<file path="src/rtl/exu_muldiv_unit.sv">
// RV32M multi-cycle multiply/divide unit: iterative shift-add multiplier and restoring divider.
// Define EXU_MDU_FAST_MUL_EN to replace the iterative multiplier with a single-cycle combinational one.
module exu_muldiv_unit #(
    parameter int XLEN     = 32,
    parameter int GPR_AW   = 5,
    parameter int MUL_STEP = 1
) (
    input  logic              clk,
    input  logic              rst,
    input  logic              flush,
    input  logic              req_vld,
    output logic              req_rdy,
    input  logic [2:0]        req_op,
    input  logic [XLEN-1:0]   req_src1,
    input  logic [XLEN-1:0]   req_src2,
    input  logic [GPR_AW-1:0] req_rd,
    output logic              rsp_vld,
    input  logic              rsp_rdy,
    output logic [GPR_AW-1:0] rsp_rd,
    output logic [XLEN-1:0]   rsp_data,
    output logic              busy
);

    localparam int W2       = 2 * XLEN;
    localparam int CNT_W    = $clog2(XLEN);
    localparam int MUL_ITER = XLEN / MUL_STEP;
    localparam logic [XLEN-1:0] MIN_INT = {1'b1, {(XLEN-1){1'b0}}};

    typedef enum logic [1:0] {S_IDLE, S_MUL, S_DIV, S_DONE} state_t;
    state_t state, state_nxt;

    // Handshake: a request transfers on a rising edge where req_vld && req_rdy;
    // a response transfers on a rising edge where rsp_vld && rsp_rdy.
    logic accept;
    assign req_rdy = (state == S_IDLE) && !flush;
    assign accept  = req_vld && req_rdy;
    assign rsp_vld = (state == S_DONE);
    assign busy    = (state != S_IDLE);

    logic [CNT_W-1:0] cnt;
    logic             sel_hi;   // upper product half for MULH*, remainder for REM*

    // Divider request decode
    logic            div_signed, src1_neg, src2_neg, div_by_zero, div_ovf, div_early;
    logic [XLEN-1:0] early_data, abs1, abs2;
    assign div_signed  = !req_op[0];
    assign src1_neg    = div_signed && req_src1[XLEN-1];
    assign src2_neg    = div_signed && req_src2[XLEN-1];
    assign div_by_zero = (req_src2 == '0);
    assign div_ovf     = div_signed && (req_src1 == MIN_INT) && (req_src2 == '1);
    assign div_early   = div_by_zero || div_ovf;
    assign early_data  = req_op[1] ? (div_by_zero ? req_src1 : '0)
                                   : (div_by_zero ? '1 : MIN_INT);
    assign abs1 = src1_neg ? -req_src1 : req_src1;
    assign abs2 = src2_neg ? -req_src2 : req_src2;

    // Multiplier operand signedness: MULH s*s, MULHSU s*u, MUL/MULHU u*u
    logic            mul_a_signed, mul_b_signed;
    logic [W2-1:0]   a_ext;
    assign mul_a_signed = req_op[1] ^ req_op[0];
    assign mul_b_signed = (req_op[1:0] == 2'b01);
    assign a_ext = {{XLEN{mul_a_signed && req_src1[XLEN-1]}}, req_src1};

`ifdef EXU_MDU_FAST_MUL_EN
    logic [W2-1:0] b_ext, fast_prod;
    logic [XLEN-1:0] fast_data;
    assign b_ext     = {{XLEN{mul_b_signed && req_src2[XLEN-1]}}, req_src2};
    assign fast_prod = a_ext * b_ext;
    assign fast_data = (req_op[1:0] == 2'b00) ? fast_prod[XLEN-1:0] : fast_prod[W2-1:XLEN];
`else
    // A negative signed multiplier is treated as unsigned and corrected by -(a << XLEN) up front.
    logic [W2-1:0]   acc, mcand, mul_sum, acc_init;
    logic [XLEN-1:0] mplier, mul_final;
    assign acc_init = (mul_b_signed && req_src2[XLEN-1]) ? -{req_src1, {XLEN{1'b0}}} : '0;

    always_comb begin
        mul_sum = acc;
        for (int i = 0; i < MUL_STEP; i++) begin
            if (mplier[i]) mul_sum = mul_sum + (mcand << i);
        end
    end
    assign mul_final = sel_hi ? mul_sum[W2-1:XLEN] : mul_sum[XLEN-1:0];
`endif

    // Restoring divider step on magnitudes
    logic [XLEN-1:0] quo, rem, dvsr, q_step, r_step, div_final;
    logic [XLEN:0]   r_sh, diff;
    logic            q_neg, r_neg;
    always_comb begin
        r_sh = {rem, quo[XLEN-1]};
        diff = r_sh - {1'b0, dvsr};
        if (!diff[XLEN]) begin
            r_step = diff[XLEN-1:0];
            q_step = {quo[XLEN-2:0], 1'b1};
        end else begin
            r_step = r_sh[XLEN-1:0];
            q_step = {quo[XLEN-2:0], 1'b0};
        end
    end
    assign div_final = sel_hi ? (r_neg ? -r_step : r_step) : (q_neg ? -q_step : q_step);

    always_ff @(posedge clk or posedge rst) begin
        if (rst) state <= S_IDLE;
        else     state <= state_nxt;
    end

    always_comb begin
        state_nxt = state;
        case (state)
            S_IDLE: if (accept) begin
                if (req_op[2])  state_nxt = div_early ? S_DONE : S_DIV;
`ifdef EXU_MDU_FAST_MUL_EN
                else            state_nxt = S_DONE;
`else
                else            state_nxt = S_MUL;
`endif
            end
            S_MUL:  if (cnt == '0) state_nxt = S_DONE;
            S_DIV:  if (cnt == '0) state_nxt = S_DONE;
            S_DONE: if (rsp_rdy)   state_nxt = S_IDLE;
            default:               state_nxt = S_IDLE;
        endcase
        if (flush) state_nxt = S_IDLE;
    end

    always_ff @(posedge clk or posedge rst) begin
        if (rst) begin
            cnt      <= '0;
            sel_hi   <= 1'b0;
            rsp_rd   <= '0;
            rsp_data <= '0;
            quo      <= '0;
            rem      <= '0;
            dvsr     <= '0;
            q_neg    <= 1'b0;
            r_neg    <= 1'b0;
`ifndef EXU_MDU_FAST_MUL_EN
            acc      <= '0;
            mcand    <= '0;
            mplier   <= '0;
`endif
        end else if (!flush) begin
            if (accept) begin
                rsp_rd <= req_rd;
                sel_hi <= req_op[2] ? req_op[1] : (req_op[1:0] != 2'b00);
                if (req_op[2]) begin
                    if (div_early) begin
                        rsp_data <= early_data;
                    end else begin
                        quo   <= abs1;
                        rem   <= '0;
                        dvsr  <= abs2;
                        q_neg <= src1_neg ^ src2_neg;
                        r_neg <= src1_neg;
                        cnt   <= CNT_W'(XLEN - 1);
                    end
                end else begin
`ifdef EXU_MDU_FAST_MUL_EN
                    rsp_data <= fast_data;
`else
                    acc    <= acc_init;
                    mcand  <= a_ext;
                    mplier <= req_src2;
                    cnt    <= CNT_W'(MUL_ITER - 1);
`endif
                end
            end
`ifndef EXU_MDU_FAST_MUL_EN
            if (state == S_MUL) begin
                acc    <= mul_sum;
                mcand  <= mcand << MUL_STEP;
                mplier <= mplier >> MUL_STEP;
                cnt    <= cnt - 1'b1;
                if (cnt == '0) rsp_data <= mul_final;
            end
`endif
            if (state == S_DIV) begin
                quo <= q_step;
                rem <= r_step;
                cnt <= cnt - 1'b1;
                if (cnt == '0) rsp_data <= div_final;
            end
        end
    end

endmodule

</file>
<file path="config.mk">
export PLATFORM = sky130hd
export DESIGN_NAME = exu_muldiv_unit
export DESIGN_NICKNAME = d
export VERILOG_FILES = /design/src/rtl/exu_muldiv_unit.sv
export SDC_FILE = /design/constraint.sdc
export NUM_CORES = 1
export LEC_CHECK = 0
export ABC_AREA = 1
export CAP_MARGIN = 20
export CELL_PAD_IN_SITES_DETAIL_PLACEMENT = 1
export CELL_PAD_IN_SITES_GLOBAL_PLACEMENT = 2
export CORE_MARGIN = 5
export CORE_UTILIZATION = 35
export DETAILED_ROUTE_END_ITERATION = 16
export GPL_TIMING_DRIVEN = 1
export PLACE_DENSITY_LB_ADDON = 0.1
export RECOVER_POWER = 25
export SLEW_MARGIN = 20
export SYNTH_ARGS = -nofsm -noshare
export SYNTH_HDL_FRONTEND = slang
export SYNTH_SLANG_ARGS = --single-unit
</file>
<file path="constraint.sdc">
create_clock -name clk -period 14.11 [get_ports clk]
set_clock_uncertainty 0.05 [all_clocks]
set_input_delay 2.1165 -clock clk [delete_from_list [all_inputs] [get_ports clk]]
set_output_delay 2.1165 -clock clk [all_outputs]
set_load 0.05 [all_outputs]
</file>
---- Word-level counts from Yosys, hierarchy flattened ----
Cells that the tools add are included.
storage, ports and cells
  bits in registers ....................... 303
  input port bits ......................... 77
  output and inout bits ................... 40
  word-level logic and storage cells ...... 114
cells by class
  add/subtract/negate cells ............... 8
  eq/ne operators ......................... 12
  muxes and demuxes ....................... 50
  bitwise operators ....................... 4
  reduce and logical (&&, ||, !) cells .... 27
operator list
  kind                  count
  $mux 32               27
  $mux 64               8
  $neg 32->32           4
  $add 64x64->64        1
  $eq 32x32->1 const B  2
  $neg 64->64           1
  $sub 33x32->33        1
  $logic_not 32->1      1
  $mux 31               1
  $mux 5                5
  $mux 2                5
  $reduce_bool 2->1     5
  $reduce_and 3->1      3
  $logic_and 1x1->1     8
  $reduce_and 4->1      2
  $pmux 2 s3            1
  $logic_not 5->1       1
  $sub 5x1->5 const B   1
  $eq 2x1->1 const B    2
  $eq 2x2->1 const B    2
  $ne 2x1->1 const B    2
  $ne 4x2->1 const B    1
  $mux 1                3
  $ne 3x1->1 const B    1
  10 further kinds      13

---- Longest topological paths before layout ----
Gate-level depths: netlist of run 1.
  depth after elaboration ................. 11
  depth in mapped cells ................... 34
  gate-level depth less buffers ........... 32

---- Worst setup path before layout of run 1 ----
OpenSTA, ideal clock, no wires.
  kind .................................... in2out
  start point ............................. input flush
  end point ............................... output req_rdy
  data arrival time ....................... 2.990 ns
  data required time ...................... 11.943 ns
  path slack .............................. 8.953 ns
  stages .................................. 2
  path buffers ............................ 1
  path through ............................ clkbuf_1 -> nor2_1
on the way
  word-level cells in the longest chain between the ends .. 2
ends and longest elaborated chain
  what               line  source
  from (decl)        10    input logic flush,
  $logic_not 1->1    -
  $logic_and 1x1->1  35    assign req_rdy = (state == S_IDLE) && !flush;
  to (decl)          12    output logic req_rdy,
Every way passes these cells.

==> results of run 1 <==
==> final cells by class <==
type / instances / area, sq um
repair buffers: 157 / 1450
clock buffers: 55 / 1120
clock inverters: 14 / 191
inverters: 555 / 2080
well taps: 969 / 1210
fillers: 9744 / 44700
flip-flops and latches: 303 / 7580
diodes: 1 / 2.50
multi-input cells: 3087 / 15800
==> tightest hold or removal path: cells and delay by family, from the launching register on <==
kind | cells | cell delay (ns)
simple gates | 2 | 0.10
flops | 1 | 0.33
==> worst max path at each step <==
stage,slack [ns],startpoint,cells past startpoint,end
2_1_floorplan,3.57,rst,1,acc[0]$_DFFE_PP0P_
3_3_place_gp,7.56,req_src1[1],20,quo[27]$_DFFE_PP0P_
3_5_place_dp,7.41,req_src1[1],20,quo[16]$_DFFE_PP0P_
4_1_cts,8.06,req_src1[1],20,quo[16]$_DFFE_PP0P_
5_1_grt,5.47,rst,4,acc[16]$_DFFE_PP0P_
6_report,6.53,rst,4,acc[18]$_DFFE_PP0P_
==> synth_stat cells (3+ instances only) <==
cell	number	area share (%)
o21ai_0	286	5.5
buf_4	5	0.14
and2_1	8	0.19
buf_2	14	0.27
nor3_1	41	0.79
nand3_2	4	0.15
nor2_4	3	0.13
xor2_1	71	2.4
a22o_1	6	0.20
a22oi_1	45	1.3
a21o_1	15	0.43
nand3b_1	14	0.40
or2_2	24	0.58
o22ai_1	103	2.5
a31oi_1	31	0.74
xnor2_1	28	0.94
o21a_1	8	0.23
clkbuf_1	114	1.6
nand2_4	8	0.35
buf_6	4	0.17
nor4_1	19	0.46
dfrtp_1	303	29
inv_2	10	0.14
o221ai_1	34	1.1
inv_1	535	7.7
buf_1	18	0.26
ha_1	108	5.2
nand2_1	1142	16
a21oi_1	229	4.4
nand2_2	23	0.55
nand3_1	286	5.5
o21ai_1	18	0.35
a211oi_1	6	0.17
nand4_1	44	1.1
o211ai_1	56	1.6
nor2_2	6	0.14
o21bai_1	13	0.37
nor2_1	384	5.5
clkinv_1	10	0.14
==> power by group <==
group / leakage [nW] / switching, mW / internal [mW]
registers: 3.70 / 0.447 / 1.27
logic: 10.0 / 4.32 / 1.82
clock network: 0.627 / 0.452 / 0.612
==> sequential cells by signal, indices dropped and copies added (netlist names), 32 cells and up <==
signal,count
rsp_data,32
dvsr,32
rem,32
mplier,32
acc,64
quo,32
mcand,64
==> cells by family (layout without fill, tap and decap cells) <==
kind of cell    after synthesis  in the layout  share of synthesized area (%)
mux                           1              1                         0.0383
buf+inv                     710            781                           10.5
fa+ha+maj                   110            110                           5.33
xor+xnor                     99             99                           3.32
compound gates              864            864                           19.4
simple gates               2013           2013                           32.4
other cells                   0              1                              0
flops                       303            303                           29.0
==> placed cells by master, fill, tap and decap left out, types with 24 or more instances in the layout <==
cell type	n
nor2_1	380
nor3_1	40
nand4_1	44
nand3_1	286
xor2_1	71
dlygate4sd3_1	31
or2_2	24
o22ai_1	103
nand2_2	24
a22oi_1	45
a31oi_1	31
clkdlybuf4s50_1	84
buf_4	38
ha_1	108
nand2_1	1141
o221ai_1	34
clkbuf_16	41
o21ai_0	286
o211ai_1	56
inv_1	533
a21oi_1	227
xnor2_1	28
dfrtp_1	301
==> routing by layer <==
layer  global-route usage [%]  vias to the layer above  routed length [um]
li1                         -                    13600                   -
met1                     44.1                    14132               58900
met2                     45.0                      828               52900
met3                     4.29                      115                8210
met4                     5.00                        2                2210
met5                        0                        -                  20
==> impl_metrics.py, run 1 <==
metrics = {
    "run_status": {
        "status": "complete, but fails checks",
        "failed_checks": "capacitance limit, slew limit",
    },
    "floorplan": {
        "initial_core_util_pct": 35.2,
        "die_w_um": 283,
        "ioPinCount": 117,
        "die_h_um": 283,
        "row_count": 100,
        "core-area_sq_mm": 0.0742,
        "die_area_sq_mm": 0.0801,
    },
    "worst_setup_path": {
        "critical_path.cell_chain": "dlygate4sd3_1, clkinvlp_2, clkbuf_1, buf_4",
        "cp_top_family": "buffers and inverters",
        "end_kind": "asynchronous set/reset pin",
        "cp_slowest_cell": "clkbuf_1",
        "cp.arrival_ns": 8.10,
        "crit_type": "in -> async",
        "ff2ff_setup_slack_ns": 8.66,
        "reg2reg_from": "quo[31]$_DFFE_PP0P_",
        "crit_buf_inv": 4,
        "cp_max_fo": 78,
        "reg2regPathDepth": 32,
        "slowest_delay_ns": 2.21,
        "required_ns": 14.62,
        "worstSetupStartpointType": "primary input",
        "r2r-end": "rsp_data[28]$_DFFE_PP0N_",
    },
    "timing": {
        "slew_headroom_pct": -146,
        "setup_ws_ns": 6.53,
        "finalCritPeriodShare_pct": 53.7,
        "fin_tns_setup_ns": 0,
        "tightest_slew_ns": 3.67,
        "final_hold_viol_count": 0,
        "rsz0062_at_grt": "false",
        "fin_crit_ns": 7.58,
        "setup_viol_count_final": 0,
        "timing.hold.ws_ns": 0.419,
        "fmax_ghz": 0.132,
        "slew_viol_final": 131,
    },
    "route": {
        "drt-initial-drc-count": 2468,
        "wl_per_cell_um": 23.8,
        "antenna_left": 0,
        "wl_um": 122000,
        "route.detailed.drc": 0,
        "vias_per_cell": 5.58,
        "via_count": 28677,
        "firstDrtPassIters": 5,
    },
    "synth": {
        "synth_nets": 4287,
        "synthArstFlopShare_pct": 100,
        "synth_area_per_cell_sq_um": 6.37,
        "synthCells": 4100,
        "yosysWarnings": 0,
        "syn_area_sq_mm": 0.0261,
        "ys.flop_type": "dfrtp_1",
        "ys_ff_latch": 303,
        "ys_seq_area_share_pct": 29.0,
        "synth_cell_types": 57,
        "synth-edff-count": 0,
    },
    "place": {
        "place_inst": 5071,
        "pre_cts_ws_ns": 7.41,
        "gp_congestion": 0.958,
        "place_area_sq_mm": 0.0282,
        "dp_hpwl_um": 96300,
        "io_buffers": 116,
    },
    "pwr": {
        "leakage_nw": 14.4,
        "finalPower_mw": 8.92,
        "peakVddDrop_mv": 0.115,
        "power_density_mw_per_mm2": 303,
    },
    "min_path": {
        "worst_hold_path.endpoint": "rsp_rd[0]$_DFFE_PP0P_",
        "hold_path.class": "reg -> reg",
        "hold_depth": 2,
        "holdCritStartpoint": "rsp_rd[0]$_DFFE_PP0P_",
    },
    "grt": {
        "grt_pass1_wl_um": 182000,
        "grt.overflow.total": 0,
        "grt_pass1_vias": 28130,
        "grt_usage_pct": 29.2,
        "antenna_found_initial": 5,
        "grt_max_degree": 87,
    },
    "cts": {
        "cts_buffers": 41,
        "path_clk_slew_ns": 0.06,
        "clock-root-buffer": "clkbuf_16",
        "cts-hold-fix-buffers": 0,
        "clk_latency_ns": 0.60,
        "cts_resized": 0,
        "cts_tree": "done",
        "clk_path_buf_depth": 3,
        "htree_levels": 2,
        "cts_setup_buffers": 0,
        "clock_sinks": 303,
    },
    "final_layout": {
        "design_area_sq_mm": 0.0295,
        "final_util_pct": 39.7,
        "fin_nets": 4332,
        "area.growth.synth_to_final_pct": 13.0,
        "drive_above_1_share_pct": 4.63,
        "stdcell_count": 5141,
    },
    "flow_run": {
        "drv_cap": 2,
    },
}
No activity file was read; power rests on OpenSTA's default activity.
==> run 2, diff against run 1 <==
==> constraint.sdc (replaced) <==
create_clock -name clk -period 7.4 [get_ports clk]
set_clock_uncertainty 0.05 [all_clocks]
set_input_delay 1.11 -clock clk [delete_from_list [all_inputs] [get_ports clk]]
set_output_delay 1.11 -clock clk [all_outputs]
set_load 0.05 [all_outputs]
==> run 2 against run 1 <==
- the run still ends with capacitance limit, slew limit left
- core utilization about the same
- worst hold slack improved by 0.011 ns
- total power grew 90%
- routed wire length decreased by 1.3%
- register-to-register slack worse by 6.5 ns
- non-clock buffer count shrank 2
- critical path depth is the same
- global-route usage is 0.23 points lower
- clock power is 91% higher
- via count decreased by 0.72%
- worst setup slack lost 4.7 ns
- largest cell class unchanged
==> impl_metrics.py, run 2 (synthesis results as in run 1) <==
metrics = {
    "run_status": {
        "status": "complete, but fails checks",
        "failed_checks": "capacitance limit, slew limit",
    },
    "pwr": {
        "intPower_mw": 7.09,
        "clock_power_share_pct": 11.9,
        "switching_share_pct": 58.2,
        "peakVddDrop_mv": 0.231,
        "share_comb_of_total_power_pct": 68.7,
        "leakage_nw": 14.4,
        "seqPwrFrac_pct": 19.4,
        "power_switching_mw": 9.88,
        "power_density_mw_per_mm2": 575,
    },
    "worst_setup_path": {
        "crit_type": "in -> async",
        "end_kind": "asynchronous set/reset pin",
        "critical_path.cell_chain": "dlygate4sd3_1, clkinvlp_4, clkbuf_1, clkbuf_4",
        "slowest_delay_ns": 2.00,
        "crit_buf_inv": 4,
        "worstSetupStartpointType": "primary input",
        "cp_max_fo": 131,
        "reg2reg_from": "dvsr[0]$_DFFE_PP0P_",
        "cp.arrival_ns": 5.67,
        "cp_top_family": "buffers and inverters",
        "required_ns": 7.51,
        "crit_path_start": "rst",
        "cp_slowest_cell": "clkbuf_1",
    },
    "route": {
        "via_count": 28471,
        "antenna_left": 0,
        "wl_um": 121000,
        "vias_per_cell": 5.54,
        "wl_per_cell_um": 23.5,
        "drt-initial-drc-count": 2192,
        "route.detailed.drc": 0,
        "firstDrtPassIters": 6,
    },
    "floorplan": {
        "die_h_um": 283,
        "initial_core_util_pct": 35.2,
        "die_area_sq_mm": 0.0801,
        "row_count": 100,
        "die_w_um": 283,
        "ioPinCount": 117,
        "core-area_sq_mm": 0.0742,
    },
    "final_layout": {
        "mostFrequentLayoutCells": "1141 x nand2_1, 533 x inv_1, 380 x nor2_1",
        "final_common_cell": "nand2_1",
        "drive_above_1_share_pct": 4.63,
        "design_area_sq_mm": 0.0295,
        "final_util_pct": 39.8,
        "area.growth.synth_to_final_pct": 13.1,
        "fin_nets": 4329,
        "reg_top3": "acc: 64 flops, mcand: 64 flops",
    },
    "timing": {
        "setup_viol_count_final": 0,
        "fin_crit_ns": 5.56,
        "finalCritPeriodShare_pct": 75.1,
        "slew_viol_final": 182,
        "tightest_slew_ns": 2.86,
        "final_hold_viol_count": 0,
        "rsz0062_at_grt": "false",
        "slew_headroom_pct": -90.5,
        "fin_tns_setup_ns": 0,
        "fmax_ghz": 0.180,
    },
    "grt": {
        "antenna_found_initial": 3,
        "grt_pass1_vias": 27927,
        "grt_pass1_wl_um": 180000,
        "grt.overflow.total": 0,
        "grt_max_degree": 132,
        "grt_usage_pct": 29.0,
    },
    "flow_run": {
        "drv_cap": 2,
    },
    "min_path": {
        "hold_path.class": "reg -> reg",
        "holdCritStartpoint": "rsp_rd[1]$_DFFE_PP0P_",
    },
    "cts": {
        "clock_sinks": 303,
        "cts_setup_buffers": 0,
        "clock-root-buffer": "clkbuf_16",
        "path_clk_slew_ns": 0.06,
        "clk_path_buf_depth": 3,
        "htree_levels": 2,
        "cts_tree": "done",
        "cts_resized": 0,
        "cts_buffers": 40,
        "cts-hold-fix-buffers": 0,
        "clk_latency_ns": 0.60,
    },
    "place": {
        "place_area_sq_mm": 0.0282,
        "io_buffers": 116,
        "dp_hpwl_um": 95400,
        "gp_congestion": 0.965,
    },
}
## run 2: final timing paths
kind / end / depth (start not counted) / slack [ns]
worst max-delay path: sel_hi$_DFFE_PP0P_ / 4 / 1.84
max in group clk: rsp_data[12]$_DFFE_PP0N_ / 12 / 2.05
worst max register to register: rsp_data[28]$_DFFE_PP0N_ / 31 / 2.20
worst min-delay path: rsp_rd[1]$_DFFE_PP0P_ / 2 / 0.43
min in group asynchronous: mplier[0]$_DFFE_PP0P_ / 3 / 2.05
worst min register to register: rsp_rd[1]$_DFFE_PP0P_ / 2 / 0.43
## run 2: power groups by stage
| stage | combinational, mW | sequential (mW) | clock, mW |
|---|---|---|---|
| finish | 11.7 | 3.29 | 2.02 |
| global route | 13.0 | 3.37 | 2.13 |
| CTS | 11.6 | 3.26 | 2.06 |
| detailed placement | 11.5 | 3.28 | 0 |
| global placement | 11.4 | 3.27 | 0 |
| floorplan | 7.85 | 3.08 | 0 |
## run 2: layer usage
metal | global-route usage, % | up-vias | part of all wire [%]
met5 | 0 | - | 0
met4 | 5.21 | 0 | 1.9
met3 | 5.88 | 109 | 7.1
met2 | 43.8 | 756 | 43
met1 | 43.4 | 13999 | 48
li1 | - | 13607 | -
## run 2: per-stage QoR
| stage | setup WS (ns) | power [mW] | std cells | hold WS (ns) |
|---|---|---|---|---|
| 6_report | 1.84 | 17.0 | 5142 | 0.430 |
| 2_1_floorplan | 2.21 | 10.9 | 4100 | 0.403 |
| 4_1_cts | 2.23 | 16.9 | 5141 | 0.438 |
| 5_1_grt | 0.892 | 18.5 | 5141 | 0.456 |
| 3_3_place_gp | 2.00 | 14.7 | 5069 | 0.413 |
| 3_5_place_dp | 1.82 | 14.8 | 5069 | 0.422 |
## run 2: worst register-to-register path: cells and delay by family (launching register included)
family	cells	cell delay, ns
and+or+nand+nor	24	2.95
adders and majority gates	3	0.94
AOI/OAI and AO/OA	3	0.57
DFF	1	0.53
buffers and inverters	1	0.09
## run 2: final cells by class
type                       count  area (sq um)
timing repair buffer         155          1450
clock inverter                11           141
sequential                   303          7580
tap                          969          1210
inverter                     555          2090
multi-input combinational   3087         15900
clock buffer                  61          1180
fill                        9771         44700
antenna                        1          2.50
==> run 3, diff against run 2 <==
==> constraint.sdc (replaced) <==
create_clock -name clk -period 5.5 [get_ports clk]
set_clock_uncertainty 0.05 [all_clocks]
set_input_delay 0.825 -clock clk [delete_from_list [all_inputs] [get_ports clk]]
set_output_delay 0.825 -clock clk [all_outputs]
set_load 0.05 [all_outputs]
==> run 3 against run 2 <==
- the run still ends with capacitance limit, slew limit left
- register-to-register slack worse by 1.5 ns
- via count is 0.46% higher
- die area did not move
- worst setup slack got worse by 1.2 ns
- critical path depth increased by 28
- core utilization is 0.17 points higher
- non-clock buffer count grew 11
- final area up 0.42%
- sequential power up 33%
==> impl_metrics.py, run 3 (synthesis results as in run 1) <==
metrics = {
    "run_status": {
        "status": "complete, but fails checks",
        "failed_checks": "capacitance limit, slew limit",
    },
    "final_layout": {
        "fin_nets": 4341,
        "area.growth.synth_to_final_pct": 13.5,
        "num_antenna_cells": 0,
        "final_common_cell": "nand2_1",
        "mostFrequentLayoutCells": "1141 x nand2_1, 533 x inv_1, 380 x nor2_1",
        "drive_above_1_share_pct": 5.02,
        "reg_top3": "acc: 64 flops, mcand: 64 flops",
        "final_util_pct": 39.9,
    },
    "worst_setup_path": {
        "cp_slowest_cell": "fa_1",
        "worstSetupStartpointType": "register",
        "slowest_delay_ns": 0.42,
        "cp.arrival_ns": 5.29,
        "end_kind": "register",
        "ff2ff_setup_slack_ns": 0.66,
        "cp_top_family": "simple AND/OR/NAND/NOR gates",
        "crit_type": "reg -> reg",
        "cp_max_fo": 6,
        "crit_buf_inv": 2,
        "crit_top_cell": "nand2_1",
        "required_ns": 5.96,
    },
    "route": {
        "route.detailed.drc": 0,
        "via_count": 28602,
        "antenna_left": 0,
        "drt-initial-drc-count": 2192,
        "vias_per_cell": 5.55,
        "wl_um": 122000,
        "wl_per_cell_um": 23.7,
        "firstDrtPassIters": 6,
    },
    "grt": {
        "grt_pass1_vias": 28274,
        "grt.overflow.total": 0,
        "grt_usage_pct": 29.4,
        "grt_pass1_wl_um": 182000,
        "antenna_found_initial": 5,
        "grt_max_degree": 150,
    },
    "cts": {
        "htree_levels": 2,
        "path_clk_slew_ns": 0.06,
        "clock_sinks": 303,
        "clock-root-buffer": "clkbuf_16",
        "cts_setup_buffers": 0,
        "clk_path_buf_depth": 3,
        "cts_resized": 0,
        "cts_tree": "done",
        "cts_buffers": 41,
        "cts-hold-fix-buffers": 0,
        "clk_latency_ns": 0.58,
    },
    "pwr": {
        "clock_power_share_pct": 12.1,
        "share_comb_of_total_power_pct": 68.9,
        "power_density_mw_per_mm2": 777,
        "intPower_mw": 9.62,
        "switching_share_pct": 58.2,
        "finalPower_mw": 23.0,
        "leakage_nw": 14.4,
        "seqPwrFrac_pct": 19.1,
        "power_switching_mw": 13.4,
        "peakVddDrop_mv": 0.345,
    },
    "timing": {
        "fin_tns_setup_ns": 0,
        "fin_crit_ns": 4.84,
        "slew_headroom_pct": -55.5,
        "tightest_slew_ns": 2.33,
        "slew_viol_final": 290,
        "final_hold_viol_count": 0,
        "fmax_ghz": 0.207,
        "setup_viol_count_final": 0,
        "rsz0062_at_grt": "false",
        "finalCritPeriodShare_pct": 87.9,
        "timing.hold.ws_ns": 0.428,
    },
    "floorplan": {
        "die_w_um": 283,
        "die_area_sq_mm": 0.0801,
        "die_h_um": 283,
        "row_count": 100,
        "ioPinCount": 117,
        "core-area_sq_mm": 0.0742,
        "initial_core_util_pct": 35.2,
    },
    "min_path": {
        "hold_path.class": "reg -> reg",
    },
    "place": {
        "gp_congestion": 0.969,
        "io_buffers": 116,
        "dp_hpwl_um": 96600,
    },
    "flow_run": {
        "drv_cap": 2,
    },
}
run 3: changes by cell type in the layout (fill, tap and decap cells not counted), moves of 2 or more:
cell,delta
clkinv_2,-3
clkbuf_8,+2
clkinvlp_4,+2
buf_4,+12
clkbuf_1,-7
inv_6,+2
run 3: per-stage QoR:
stage          setup WS (ns)  cells  area, sq um
2_1_floorplan          0.596   4100        26100
6_report               0.665   5151        29600
3_3_place_gp           0.524   5080        28300
3_5_place_dp           0.496   5080        28300
4_1_cts                0.701   5151        29700
5_1_grt               0.0486   5151        29600
run 3: path summary, 6_finish.rpt:
check	from	endpoint	cells past startpoint
worst min register to register	rsp_rd[2]$_DFFE_PP0P_	rsp_rd[2]$_DFFE_PP0P_	2
min in group asynchronous	rst	mplier[4]$_DFFE_PP0P_	2
worst max-delay path	quo[31]$_DFFE_PP0P_	rsp_data[28]$_DFFE_PP0N_	32
max in group asynchronous	rst	mcand[5]$_DFFE_PP0P_	3
worst min-delay path	rsp_rd[2]$_DFFE_PP0P_	rsp_rd[2]$_DFFE_PP0P_	2
worst max register to register	quo[31]$_DFFE_PP0P_	rsp_data[28]$_DFFE_PP0N_	32
run 3: cell type report:
cell class | count | area (sq um)
Fill cell | 9702 | 44600
Multi-Input combinational cell | 3087 | 15900
Sequential cell | 303 | 7580
Inverter | 555 | 2080
Timing Repair Buffer | 166 | 1560
Tap cell | 969 | 1210
Clock buffer | 59 | 1190
Clock inverter | 12 | 150
run 3: power by group through the flow:
stage          logic (mW)  registers (mW)  clock network (mW)
6_report             15.8            4.39                2.78
5_1_grt              17.5            4.48                2.93
4_1_cts              15.7            4.35                2.84
3_5_place_dp         15.6            4.38                   0
3_3_place_gp         15.4            4.35                   0
2_1_floorplan        10.6            4.14                   0
run 3: per-layer routing:
metal,up-vias,routed length (um),GRT usage [%]
li1,13624,-,-
met1,14099,60100,44.7
met2,764,53100,45.5
met3,115,6990,3.46
met4,0,2040,4.77
met5,-,0,0
run 3: tightest hold or removal path: stages, from the launching register on:
cell and delay (ns):
dfrtp_1 0.34, nand2_1 0.05, nand2_1 0.05
